`config.mk`:
```
export PLATFORM = sky130hd
export DESIGN_NAME = gpi_debounce
export DESIGN_NICKNAME = d
export VERILOG_FILES = /design/src/rtl/gpi_debounce.sv
export SDC_FILE = /design/constraint.sdc
export NUM_CORES = 1
export LEC_CHECK = 0
export CORE_MARGIN = 2
export CORE_UTILIZATION = 38
export DETAILED_ROUTE_END_ITERATION = 12
export GPL_TIMING_DRIVEN = 0
export PLACE_DENSITY_LB_ADDON = 0.1
export REMOVE_ABC_BUFFERS = 1
export SYNTH_ARGS = -nofsm -noshare
export SYNTH_HDL_FRONTEND = slang
export SYNTH_SLANG_ARGS = --single-unit
```
`constraint.sdc`:
```
create_clock -name clk_sys_i -period 1.8 [get_ports clk_sys_i]
set_clock_uncertainty 0.1 [all_clocks]
set_input_delay 0.36 -clock clk_sys_i [delete_from_list [all_inputs] [get_ports clk_sys_i]]
set_output_delay 0.36 -clock clk_sys_i [all_outputs]
set_load 0.01 [all_outputs]
```
`src/rtl/gpi_debounce.sv`:
```
// ============================================================================
// Module      : gpi_debounce
// Description : Per-bit synchronizer and counter debouncer for raw board inputs,
//               with rise/fall pulses, sticky W1C event flags and an interrupt.
// Revision    : 1.0 - initial release
// ============================================================================
`default_nettype none

module gpi_debounce #(
  parameter int Width          = 8,
  parameter int SyncStages     = 2,
  parameter int DebounceCycles = 50000
) (
  input  logic             clk_sys_i,
  input  logic             rst_sys_ni,
  input  logic [Width-1:0] gp_raw_i,
  input  logic [Width-1:0] edge_en_i,
  input  logic [Width-1:0] clr_i,
  output logic [Width-1:0] gp_o,
  output logic [Width-1:0] rise_o,
  output logic [Width-1:0] fall_o,
  output logic [Width-1:0] event_o,
  output logic             irq_o
);

  localparam int              CntW   = $clog2(DebounceCycles + 1);
  localparam logic [CntW-1:0] CntMax = CntW'(DebounceCycles - 1);

  logic [SyncStages-1:0][Width-1:0] sync_q, sync_d;
  logic [Width-1:0][CntW-1:0]       cnt_q, cnt_d;
  logic [Width-1:0]                 gp_q, gp_d;
  logic [Width-1:0]                 rise_q, rise_d;
  logic [Width-1:0]                 fall_q, fall_d;
  logic [Width-1:0]                 event_q, event_d;
  logic [Width-1:0]                 sync_last;
  logic [Width-1:0]                 flip;

  assign sync_last = sync_q[SyncStages-1];

  always_comb begin
    sync_d = {sync_q[SyncStages-2:0], gp_raw_i};
    cnt_d  = '0;
    flip   = '0;
    for (int i = 0; i < Width; i++) begin
      // Any return to the accepted level discards the partial count.
      if (sync_last[i] != gp_q[i]) begin
        if (cnt_q[i] >= CntMax) begin
          flip[i] = 1'b1;
        end else begin
          cnt_d[i] = cnt_q[i] + CntW'(1);
        end
      end
    end
    gp_d    = gp_q ^ flip;
    rise_d  = flip & ~gp_q;
    fall_d  = flip & gp_q;
    // A new edge beats a simultaneous clear so no event is ever lost.
    event_d = (event_q & ~clr_i) | ((rise_q | fall_q) & edge_en_i);
  end

  always_ff @(posedge clk_sys_i or negedge rst_sys_ni) begin
    if (!rst_sys_ni) begin
      sync_q  <= '0;
      cnt_q   <= '0;
      gp_q    <= '0;
      rise_q  <= '0;
      fall_q  <= '0;
      event_q <= '0;
    end else begin
      sync_q  <= sync_d;
      cnt_q   <= cnt_d;
      gp_q    <= gp_d;
      rise_q  <= rise_d;
      fall_q  <= fall_d;
      event_q <= event_d;
    end
  end

  assign gp_o    = gp_q;
  assign rise_o  = rise_q;
  assign fall_o  = fall_q;
  assign event_o = event_q;
  assign irq_o   = |event_q;

endmodule

`default_nettype wire

```
=== Word-level counts from Yosys, hierarchy flattened ===
Index checks and enable logic that the tools add are counted.

* Add/sub/neg operators: 8
* Magnitude comparators: 8
* Equal/unequal tests: 8
* Multiplexer cells: 32
* Bitwise operators: 9
* Reductions and logical operators: 1

{| class="wikitable"
|+ Operators with widths
! kind !! number
|-
| $mux 16 || 16
|-
| $add 16x1->16 const B || 8
|-
| $ge 16x16->1 const B || 8
|-
| $and 8x8->8 || 4
|-
| $mux 1 || 16
|-
| $not 8->8 || 2
|-
| $or 8x8->8 || 2
|-
| $ne 1x1->1 || 8
|-
| $reduce_or 8->1 || 1
|-
| $xor 8x8->8 || 1
|}

* Bits in registers: 176
* Bits of input ports: 26
* Output and inout port bits: 33
* Word-level logic and storage cells: 80

=== Logic depth before layout (Yosys ltp) ===
Gate-level depths: netlist (run 1).

* Depth in word-level cells: 4
* Mapped depth: 7
* Depth with buffers taken out: 5

=== Worst setup path after synthesis (run 1) ===
No wires, ideal clock.

* Path kind: reg2reg
* Start point: register cnt_q[48] in the netlist's numbering
* End point: register cnt_q[59] in the netlist's numbering
* Library setup time: 0.071 ns
* Data arrival time: 1.745 ns
* Data required time: 1.629 ns
* Path slack: -0.116 ns
* Cell stages (with the launch flop): 8
* Path buffers: 2
* Period minus slack after synthesis: 1.916 ns
* Cells stage by stage: dfrtp_1 > ha_1 > nand3_1 > a2111oi_1 > or3b_2 > buf_2 > buf_4 > nor2_1

{| class="wikitable"
|+ RTL lines
! item !! line !! text
|-
| from (decl) || 30 || <nowiki>logic [Width-1:0][CntW-1:0] cnt_q, cnt_d;</nowiki>
|-
| from (signal assigned) || 71 || <nowiki>cnt_q <= cnt_d;</nowiki>
|}

=== Worst setup path in the final report (run 1) ===
* Start point: register event_q[3] (netlist: event_o[3])
* End point: output irq_o

* Cells in the longest elaborated chain, start to end: 1

{| class="wikitable"
|+ Ends and longest elaborated chain
! item !! line !! text
|-
| from (decl) || 34 || <nowiki>logic [Width-1:0] event_q, event_d;</nowiki>
|-
| from (signal assigned) || 75 || <nowiki>event_q <= event_d;</nowiki>
|-
| $reduce_or 8->1 || 83 || <nowiki>assign irq_o = |event_q;</nowiki>
|-
| to (decl) || 23 || <nowiki>output logic irq_o</nowiki>
|}

Every way passes these cells.

==> flow_metrics.py, run 1 <==
metrics = {
    "run_status": {
        "status": "finished with violations",
        "failed_checks": "negative setup slack",
    },
    "clocking": {
        "cts_tree": "yes",
        "clockRootBuffer": "clkbuf_16",
        "numCtsBuffers": 17,
        "clkTransAtPathRegs_ns": 0.06,
        "clkSinkCount": 176,
        "clockBufferDepth": 2,
        "htreeDepth": 4,
        "clk_latency_ns": 0.43,
    },
    "timing": {
        "fin_tns_setup_ns": -0.110,
        "min_period_ns": 1.91,
        "drv_slew": 0,
        "setup_ws_ns": -0.110,
        "finalHoldViolations": 0,
        "setup_violations": 1,
        "relSlewSlack_pct": 61.8,
        "fmax_ghz": 0.523,
        "worst_pin_slew_ns": 0.573,
        "min_period_over_period_pct": 106,
        "rsz0062_at_grt": "true",
    },
    "layout": {
        "fin_cells": 1153,
        "fin_nets": 904,
        "fillers": 1837,
        "area_delta_synth_final_pct": 28.5,
        "drive_gt1_share_pct": 19.5,
        "final_area_mm2": 0.0102,
        "diodes": 0,
    },
    "synthesis": {
        "synth-edff-count": 0,
        "synth_area_mm2": 0.00795,
        "ys_warn_count": 0,
        "ys_seq_elements": 176,
        "syn_avg_cell_area_um2": 10.3,
        "yosysSeqAreaShare_pct": 55.4,
        "async_flop_share_pct": 100,
        "synthFlopType": "dfrtp_1",
        "synthCells": 775,
        "synth_cell_types": 32,
    },
    "place": {
        "port_buffers": 58,
        "gp_congestion": 0.808,
        "placedCellCount": 1085,
        "placed_cell_area_mm2": 0.00879,
        "dp_hpwl_mm": 10.3,
    },
    "grt": {
        "antenna_found_initial": 0,
        "globalRouteOverflowTotal": 0,
        "grt_util_all_layers_pct": 15.5,
        "grt_pass1_vias": 5782,
        "grt_pass1_wl_mm": 27.6,
        "grt_max_degree": 112,
    },
    "power": {
        "irDropWorstVdd_mv": 0.563,
        "powerDensity_mw_per_mm2": 806,
        "p_leak_nw": 4.27,
    },
    "critical_path": {
        "rr_startpoint": "cnt_q[64]",
        "end_kind": "output pin",
        "cp_max_fo": 2,
        "worstPathArrival_ns": 1.45,
        "worstRegToRegCells": 5,
        "worstSetupStartpointType": "register",
        "rrSetupSlack_ns": 0.03,
        "critical_path_class": "register to output pin",
        "crit_required_ns": 1.34,
    },
    "die": {
        "die_w_um": 149,
        "pin_count": 59,
        "fp-row-count": 52,
        "core-area_mm2": 0.0204,
        "die-height_um": 149,
        "dieArea_mm2": 0.0221,
        "start_util_pct": 39.0,
    },
    "drt": {
        "vias": 5854,
        "wl_per_cell_um": 14.3,
        "ant_nets": 0,
        "first_iter_violations": 184,
        "route.detailed.drc": 0,
        "dr.pass1.iters": 4,
        "routed_wl_mm": 16.5,
        "via_per_inst": 5.08,
    },
    "job": {
        "maxCapViolCount": 0,
    },
    "hold_path": {
        "min_from": "sync_d[10]",
        "min_to": "sync_last[2]",
        "worstHoldPathCells": 0,
        "hold_class": "register to register",
    },
}
## registers in the layout, summed over array words and instances (netlist names), named ones only
name,cells
cnt_q,128
sync_d,8
event_o,8
sync_last,8
rise_o,8
fall_o,8
## what timing repair did
item | in CTS | in global routing
hold endpoints to repair | 65 | 0
pin swaps | 14 | 18
setup buffers | 9 | 19
setup endpoints to repair | 173 | 140
gates resized for setup | 92 | 67
gates cloned | 5 | 2
hold buffers | 1 | 0
## worst max path at each step
stage | start | to | cells past startpoint
2_1_floorplan | cnt_q[0] | cnt_q[10] | 5
3_5_place_dp | cnt_q[0] | cnt_q[11] | 5
5_1_grt | event_o[3] | irq_o | 3
6_report | event_o[3] | irq_o | 3
4_1_cts | event_o[3] | irq_o | 3
3_3_place_gp | rst_sys_ni | cnt_q[75] | 1
## placed cells by master (no fill, tap or decap), drive strengths merged, types with 6 or more instances in the layout
cell type,synthesis,layout
clkbuf,2,19
o21ai,21,21
nor4,28,28
buf,17,31
dlygate4sd2,0,20
or3b,8,15
mux2,8,8
clkdlybuf4s50,0,24
or3,6,6
or2,8,8
nor3b,16,16
nand4,30,30
dlymetal6s2s,0,12
nor3,37,37
inv,25,28
nand3,44,44
a21oi,10,10
a2111oi,8,8
nor2,151,151
xnor2,77,77
dfrtp,176,176
xor2,33,33
nand2,34,34
and3,14,14
ha,8,8
## worst max-delay path, stage by stage (launching register included)
cell	delay [ns]
dfrtp_2	0.44
nor4_4	0.35
nand2_1	0.09
buf_2	0.15
## routing by layer
layer  GRT usage (%)  wire length, um  vias up  part of all wire, %
li1                -                -     2857                    -
met2            25.4             7960       93                   48
met5               0                0        -                    0
met1            20.3             7790     2893                   47
met3            4.11              578       11                  3.5
met4            4.67              145        0                 0.88
## synth_stat cells (4+ instances only)
master | count | area, um2
dfrtp_1 | 176 | 4400
nor2_1 | 151 | 567
xnor2_1 | 77 | 674
nand3_1 | 43 | 215
nor3_1 | 37 | 185
nand2_1 | 34 | 128
xor2_1 | 33 | 289
nor4_1 | 28 | 175
nand4_1 | 26 | 163
inv_1 | 25 | 93.8
o21ai_0 | 21 | 105
nor3b_1 | 16 | 120
and3_1 | 14 | 87.6
buf_2 | 11 | 55.1
a21oi_1 | 10 | 50.1
ha_1 | 8 | 100
mux2_2 | 8 | 90.1
a2111oi_0 | 6 | 52.6
buf_4 | 6 | 45.0
or2_2 | 6 | 37.5
or3_1 | 6 | 37.5
or3b_2 | 6 | 52.6
o31ai_1 | 5 | 37.5
or4_1 | 5 | 37.5
nand4_2 | 4 | 50.1
## kinds of logic after synthesis
group / synth area share (%)
AO/OA/AOI/OAI: 3.34
buffers and inverters: 2.53
AND/OR/NAND/NOR: 24.2
XOR/XNOR: 12.1
multiplexers: 1.13
adder cells (fa/ha/maj): 1.26
flip-flops: 55.4
## area by class of cell
class                           count  area, um2  share of cell area (%)
Inverter                           25       93.8                   0.918
Clock inverter                     13        159                    1.55
Timing Repair Buffer               88        833                    8.15
Tap cell                          270        338                    3.31
Clock buffer                       19        453                    4.43
Sequential cell                   176       4440                    43.5
Multi-Input combinational cell    562       3900                    38.2
## where the power goes
| group | switching (W) | internal (W) | leakage (nW) |
|---|---|---|---|
| sequential | 0.0000754 | 0.00402 | 2.35 |
| clock | 0.00154 | 0.00226 | 0.296 |
| combinational | 0.000180 | 0.000162 | 1.62 |
| total | 0.00180 | 0.00644 | 4.27 |
## through the flow
step	setup slack [ns]	util [%]	hold slack, ns	total power, W
finish	-0.110	50.2	0.244	0.00824
global route	-0.179	50.2	0.258	0.00861
CTS	-0.133	48.1	0.242	0.00834
detailed placement	-0.342	43.2	0.235	0.00443
global placement	-6.89	43.0	0.234	0.00441
floorplan	-0.0241	-	-0.0356	0.00424
No activity file was read; power rests on OpenSTA's default activity.
==> run 2, diff against run 1 <==
- CORE_ASPECT_RATIO: unset -> 0.9
==> flow_metrics.py, run 2 (synthesis gave the netlist of run 1 again) <==
metrics = {
    "run_status": {
        "failed_checks": "negative setup slack",
        "status": "finished with violations",
    },
    "layout": {
        "drive_gt1_share_pct": 23.0,
        "final_cell_mix": "145 x dfrtp_1, 132 x nor2_1, 77 x xnor2_1, 44 x buf_4",
        "diodes": 0,
        "area_delta_synth_final_pct": 31.5,
        "final_common_cell": "dfrtp_1",
        "fin_util_pct": 50.6,
        "fillers": 1863,
        "multi_input_area_mm2": 0.00402,
        "fin_nets": 922,
        "largest_reg_flops": 128,
        "regArea_mm2": 0.00444,
        "fin_cells": 1161,
        "top_register": "cnt_q",
    },
    "place": {
        "placedCellCount": 1075,
        "port_buffers": 58,
        "dp_slack_ns": -0.466,
        "gp_congestion": 0.774,
        "dp_hpwl_mm": 10.1,
    },
    "timing": {
        "min_period_ns": 1.96,
        "worst_pin_slew_ns": 0.692,
        "fin_tns_setup_ns": -0.161,
        "relSlewSlack_pct": 53.9,
        "setup_violations": 1,
        "rsz0062_at_grt": "true",
        "setup_ws_ns": -0.161,
        "min_period_over_period_pct": 109,
        "drv_slew": 0,
        "finalHoldViolations": 0,
        "fmax_ghz": 0.510,
    },
    "grt": {
        "grt_pass1_vias": 5921,
        "grt_max_degree": 90,
        "grt_util_all_layers_pct": 16.1,
        "antenna_found_initial": 0,
        "globalRouteOverflowTotal": 0,
        "grt_pass1_wl_mm": 28.7,
    },
    "die": {
        "fp-row-count": 50,
        "core-area_mm2": 0.0206,
        "die_w_um": 156,
        "die-height_um": 141,
        "start_util_pct": 38.5,
        "pin_count": 59,
        "dieArea_mm2": 0.0221,
    },
    "clocking": {
        "htreeDepth": 4,
        "cts_tree": "yes",
        "clkSinkCount": 176,
        "clk_latency_ns": 0.43,
        "numCtsBuffers": 17,
        "clockRootBuffer": "clkbuf_16",
        "clkTransAtPathRegs_ns": 0.07,
        "clockBufferDepth": 2,
    },
    "critical_path": {
        "critical_path.slowest_cell": "nor4_4",
        "worstPathArrival_ns": 1.50,
        "crit_required_ns": 1.34,
        "cp_top_family": "simple AND/OR/NAND/NOR gates",
        "slowest_delay_ns": 0.43,
        "cp_max_fo": 2,
        "crit_path_cell_trace": "nor4_4 -> nand2_1 -> buf_2",
        "crit_buf_inv": 1,
        "end_kind": "output pin",
        "worstSetupStartpointType": "register",
        "critical_path_class": "register to output pin",
    },
    "drt": {
        "dr.pass1.iters": 4,
        "ant_nets": 0,
        "vias": 5984,
        "wl_per_cell_um": 14.9,
        "route.detailed.drc": 0,
        "first_iter_violations": 260,
        "routed_wl_mm": 17.3,
        "via_per_inst": 5.15,
    },
    "hold_path": {
        "hold_class": "register to register",
    },
    "job": {
        "maxCapViolCount": 0,
    },
    "power": {
        "p_leak_nw": 4.33,
        "powerDensity_mw_per_mm2": 798,
        "irDropWorstVdd_mv": 0.421,
        "power_w": 0.00834,
    },
}
[run 2: final timing paths]
path,endpoint,start,cells past startpoint,slack (ns)
hold reg to reg,sync_last[0],sync_d[8],0,0.25
setup / recovery,irq_o,event_o[6],3,-0.16
setup reg to reg,register,cnt_q[97],5,0.04
hold / removal,sync_last[0],sync_d[8],0,0.25
max in group asynchronous,cnt_q[2],rst_sys_ni,3,0.28
min in group asynchronous,cnt_q[34],rst_sys_ni,2,0.43
[run 2: repair_timing]
action                                 CTS  global route
endpoints found under the hold margin   88             0
pin swaps                               15            41
setup buffers                           15            31
resized for setup                       94            94
hold buffers                             1             0
setup endpoints to repair              175           154
gates cloned                             6             2
[run 2: worst register-to-register path: stages (launching register included)]
cell and delay (ns):
dfrtp_1 0.42, ha_4 0.19, nand3_4 0.08, a2111oi_4 0.45
nor2_2 0.12, mux2_2 0.29
[run 2: metrics by stage]
stage | hold WS (ns) | area, um2
after CTS | 0.243 | 9870
after detailed placement | 0.235 | 8780
after global routing | 0.247 | 10500
final | 0.249 | 10500
after global placement | 0.232 | 8750
after floorplan | -0.0356 | 7840
[run 2: area by class of cell]
cell class / instances / area share (%)
clock inverters: 10 / 1.53
inverters: 25 / 0.897
multi-input cells: 563 / 38.4
well taps: 260 / 3.11
repair buffers: 105 / 9.18
clock buffers: 22 / 4.34
flip-flops and latches: 176 / 42.5
[run 2: metal layers]
| layer | track usage (%) | wire [um] | vias up |
|---|---|---|---|
| met1 | 21.5 | 8160 | 2969 |
| met3 | 3.54 | 539 | 21 |
| li1 | - | - | 2899 |
| met4 | 5.55 | 233 | 0 |
| met5 | 0 | 0 | - |
| met2 | 26.0 | 8370 | 95 |
[run 2: power by group]
group          switching [W]  internal, W  total [W]
Combinational       0.000187     0.000168   0.000355
Clock                0.00153      0.00236    0.00389
Sequential         0.0000746      0.00402    0.00409
Total                0.00179      0.00655    0.00834
==> run 3, diff against run 2 <==
--- a/config.mk
+++ b/config.mk
@@ -13,4 +13,6 @@
 export PLACE_DENSITY_LB_ADDON = 0.1
 export REMOVE_ABC_BUFFERS = 1
+export SKIP_CTS_REPAIR_TIMING = 1
+export SKIP_LAST_GASP = 1
 export SYNTH_ARGS = -nofsm -noshare
 export SYNTH_HDL_FRONTEND = slang
--- a/constraint.sdc
+++ b/constraint.sdc
@@ -3,3 +3,3 @@
 set_input_delay 0.36 -clock clk_sys_i [delete_from_list [all_inputs] [get_ports clk_sys_i]]
 set_output_delay 0.36 -clock clk_sys_i [all_outputs]
-set_load 0.01 [all_outputs]
+set_load 0.005 [all_outputs]
==> flow_metrics.py, run 3 (synthesis gave the netlist of run 1 again) <==
metrics = {
    "place": {
        "placedCellCount": 1075,
        "dp_hpwl_mm": 10.1,
        "placed_cell_area_mm2": 0.00878,
        "gp_congestion": 0.774,
        "dp_slack_ns": -0.433,
        "port_buffers": 58,
    },
    "layout": {
        "area_delta_synth_final_pct": 30.3,
        "final_cell_mix": "146 x dfrtp_1, 145 x nor2_1, 77 x xnor2_1, 40 x clkdlybuf4s50_1, 38 x buf_4",
        "largest_reg_flops": 128,
        "final_area_mm2": 0.0104,
        "regArea_mm2": 0.00444,
        "fin_nets": 915,
        "multi_input_area_mm2": 0.00394,
        "fin_cells": 1154,
        "top_register": "cnt_q",
        "drive_gt1_share_pct": 20.5,
        "diodes": 0,
        "final_common_cell": "dfrtp_1",
        "fillers": 1861,
    },
    "clocking": {
        "numCtsBuffers": 17,
        "clk_latency_ns": 0.43,
        "clockBufferDepth": 2,
        "cts_tree": "yes",
        "clkSinkCount": 176,
        "clockRootBuffer": "clkbuf_16",
        "clkTransAtPathRegs_ns": 0.07,
        "htreeDepth": 4,
    },
    "grt": {
        "grt_pass1_vias": 5681,
        "antenna_found_initial": 0,
        "grt_pass1_wl_mm": 26.8,
        "grt_util_all_layers_pct": 15.0,
        "globalRouteOverflowTotal": 0,
        "grt_max_degree": 90,
    },
    "power": {
        "p_leak_nw": 4.30,
        "irDropWorstVdd_mv": 0.425,
        "powerDensity_mw_per_mm2": 802,
    },
    "drt": {
        "first_iter_violations": 206,
        "vias": 5905,
        "dr.pass1.iters": 4,
        "route.detailed.drc": 0,
        "ant_nets": 0,
        "routed_wl_mm": 16.8,
        "wl_per_cell_um": 14.6,
        "via_per_inst": 5.12,
    },
    "critical_path": {
        "worstPathArrival_ns": 1.50,
        "end_kind": "output pin",
        "cp_max_fo": 3,
        "crit_required_ns": 1.34,
        "worstSetupStartpointType": "register",
        "critical_path_class": "register to output pin",
    },
    "run_status": {
        "failed_checks": "negative setup slack",
        "status": "finished with violations",
    },
    "timing": {
        "hold_slack_ns": 0.248,
        "setup_violations": 1,
        "relSlewSlack_pct": 53.8,
        "finalHoldViolations": 0,
        "min_period_over_period_pct": 109,
        "fmax_ghz": 0.509,
        "min_period_ns": 1.96,
        "fin_tns_setup_ns": -0.164,
        "setup_ws_ns": -0.164,
        "drv_slew": 0,
        "worst_pin_slew_ns": 0.693,
        "rsz0062_at_grt": "true",
    },
    "die": {
        "die_w_um": 156,
        "start_util_pct": 38.5,
        "fp-row-count": 50,
        "dieArea_mm2": 0.0221,
        "pin_count": 59,
        "core-area_mm2": 0.0206,
        "die-height_um": 141,
    },
    "hold_path": {
        "hold_class": "register to register",
    },
    "job": {
        "maxCapViolCount": 0,
    },
}
==> run 3: changes by cell type in the layout (fill, tap and decap cells not counted), sizes merged <==
cell	delta
dlygate4sd2	-20
clkdlybuf4s50	+14
clkbuf	+1
buf	-8
dlymetal6s2s	+6
==> run 3: metal layers <==
layer / vias up / part of all wire (%) / global-route usage (%)
met1: 2926 / 48 / 20.0
met3: 16 / 3.3 / 3.50
met2: 83 / 48 / 23.8
met5: - / 0 / 0
met4: 0 / 1.2 / 5.31
li1: 2880 / - / -
==> run 3: critical path, stage by stage, from the launching register on <==
cell,delay (ns)
dfrtp_2,0.44
nor4_4,0.43
nand2_1,0.08
clkbuf_2,0.13
==> run 3: metrics by stage <==
stage | utilization [%] | total power [W]
final | 50.2 | 0.00831
after global routing | 50.2 | 0.00867
after CTS | 45.5 | 0.00835
after detailed placement | 42.5 | 0.00443
after global placement | 42.4 | 0.00441
after floorplan | - | 0.00424
==> run 3: worst paths after layout <==
| check | start | end | slack (ns) | cells past startpoint |
|---|---|---|---|---|
| max | event_o[3] | irq_o | -0.16 | 3 |
| min | sync_d[11] | sync_last[3] | 0.25 | 0 |
| max reg2reg | cnt_q[49] | cnt_q[60] | 0.01 | 6 |
| min reg2reg | sync_d[11] | sync_last[3] | 0.25 | 0 |
| max in group asynchronous | rst_sys_ni | cnt_q[0] | 0.28 | 3 |
| min in group asynchronous | rst_sys_ni | cnt_q[34] | 0.43 | 2 |
==> run 3: layout make-up <==
class	instances	share of cell area (%)
well taps	260	3.14
repair buffers	98	9.11
multi-input cells	563	38.1
flip-flops and latches	176	42.9
clock inverters	10	1.55
inverters	25	0.906
clock buffers	22	4.38
==> run 3: power by group <==
part           internal (W)  leakage (nW)  switching (W)
Combinational      0.000163          1.65       0.000177
Clock               0.00236         0.298        0.00151
Sequential          0.00402          2.35      0.0000780
Total               0.00654          4.30        0.00177
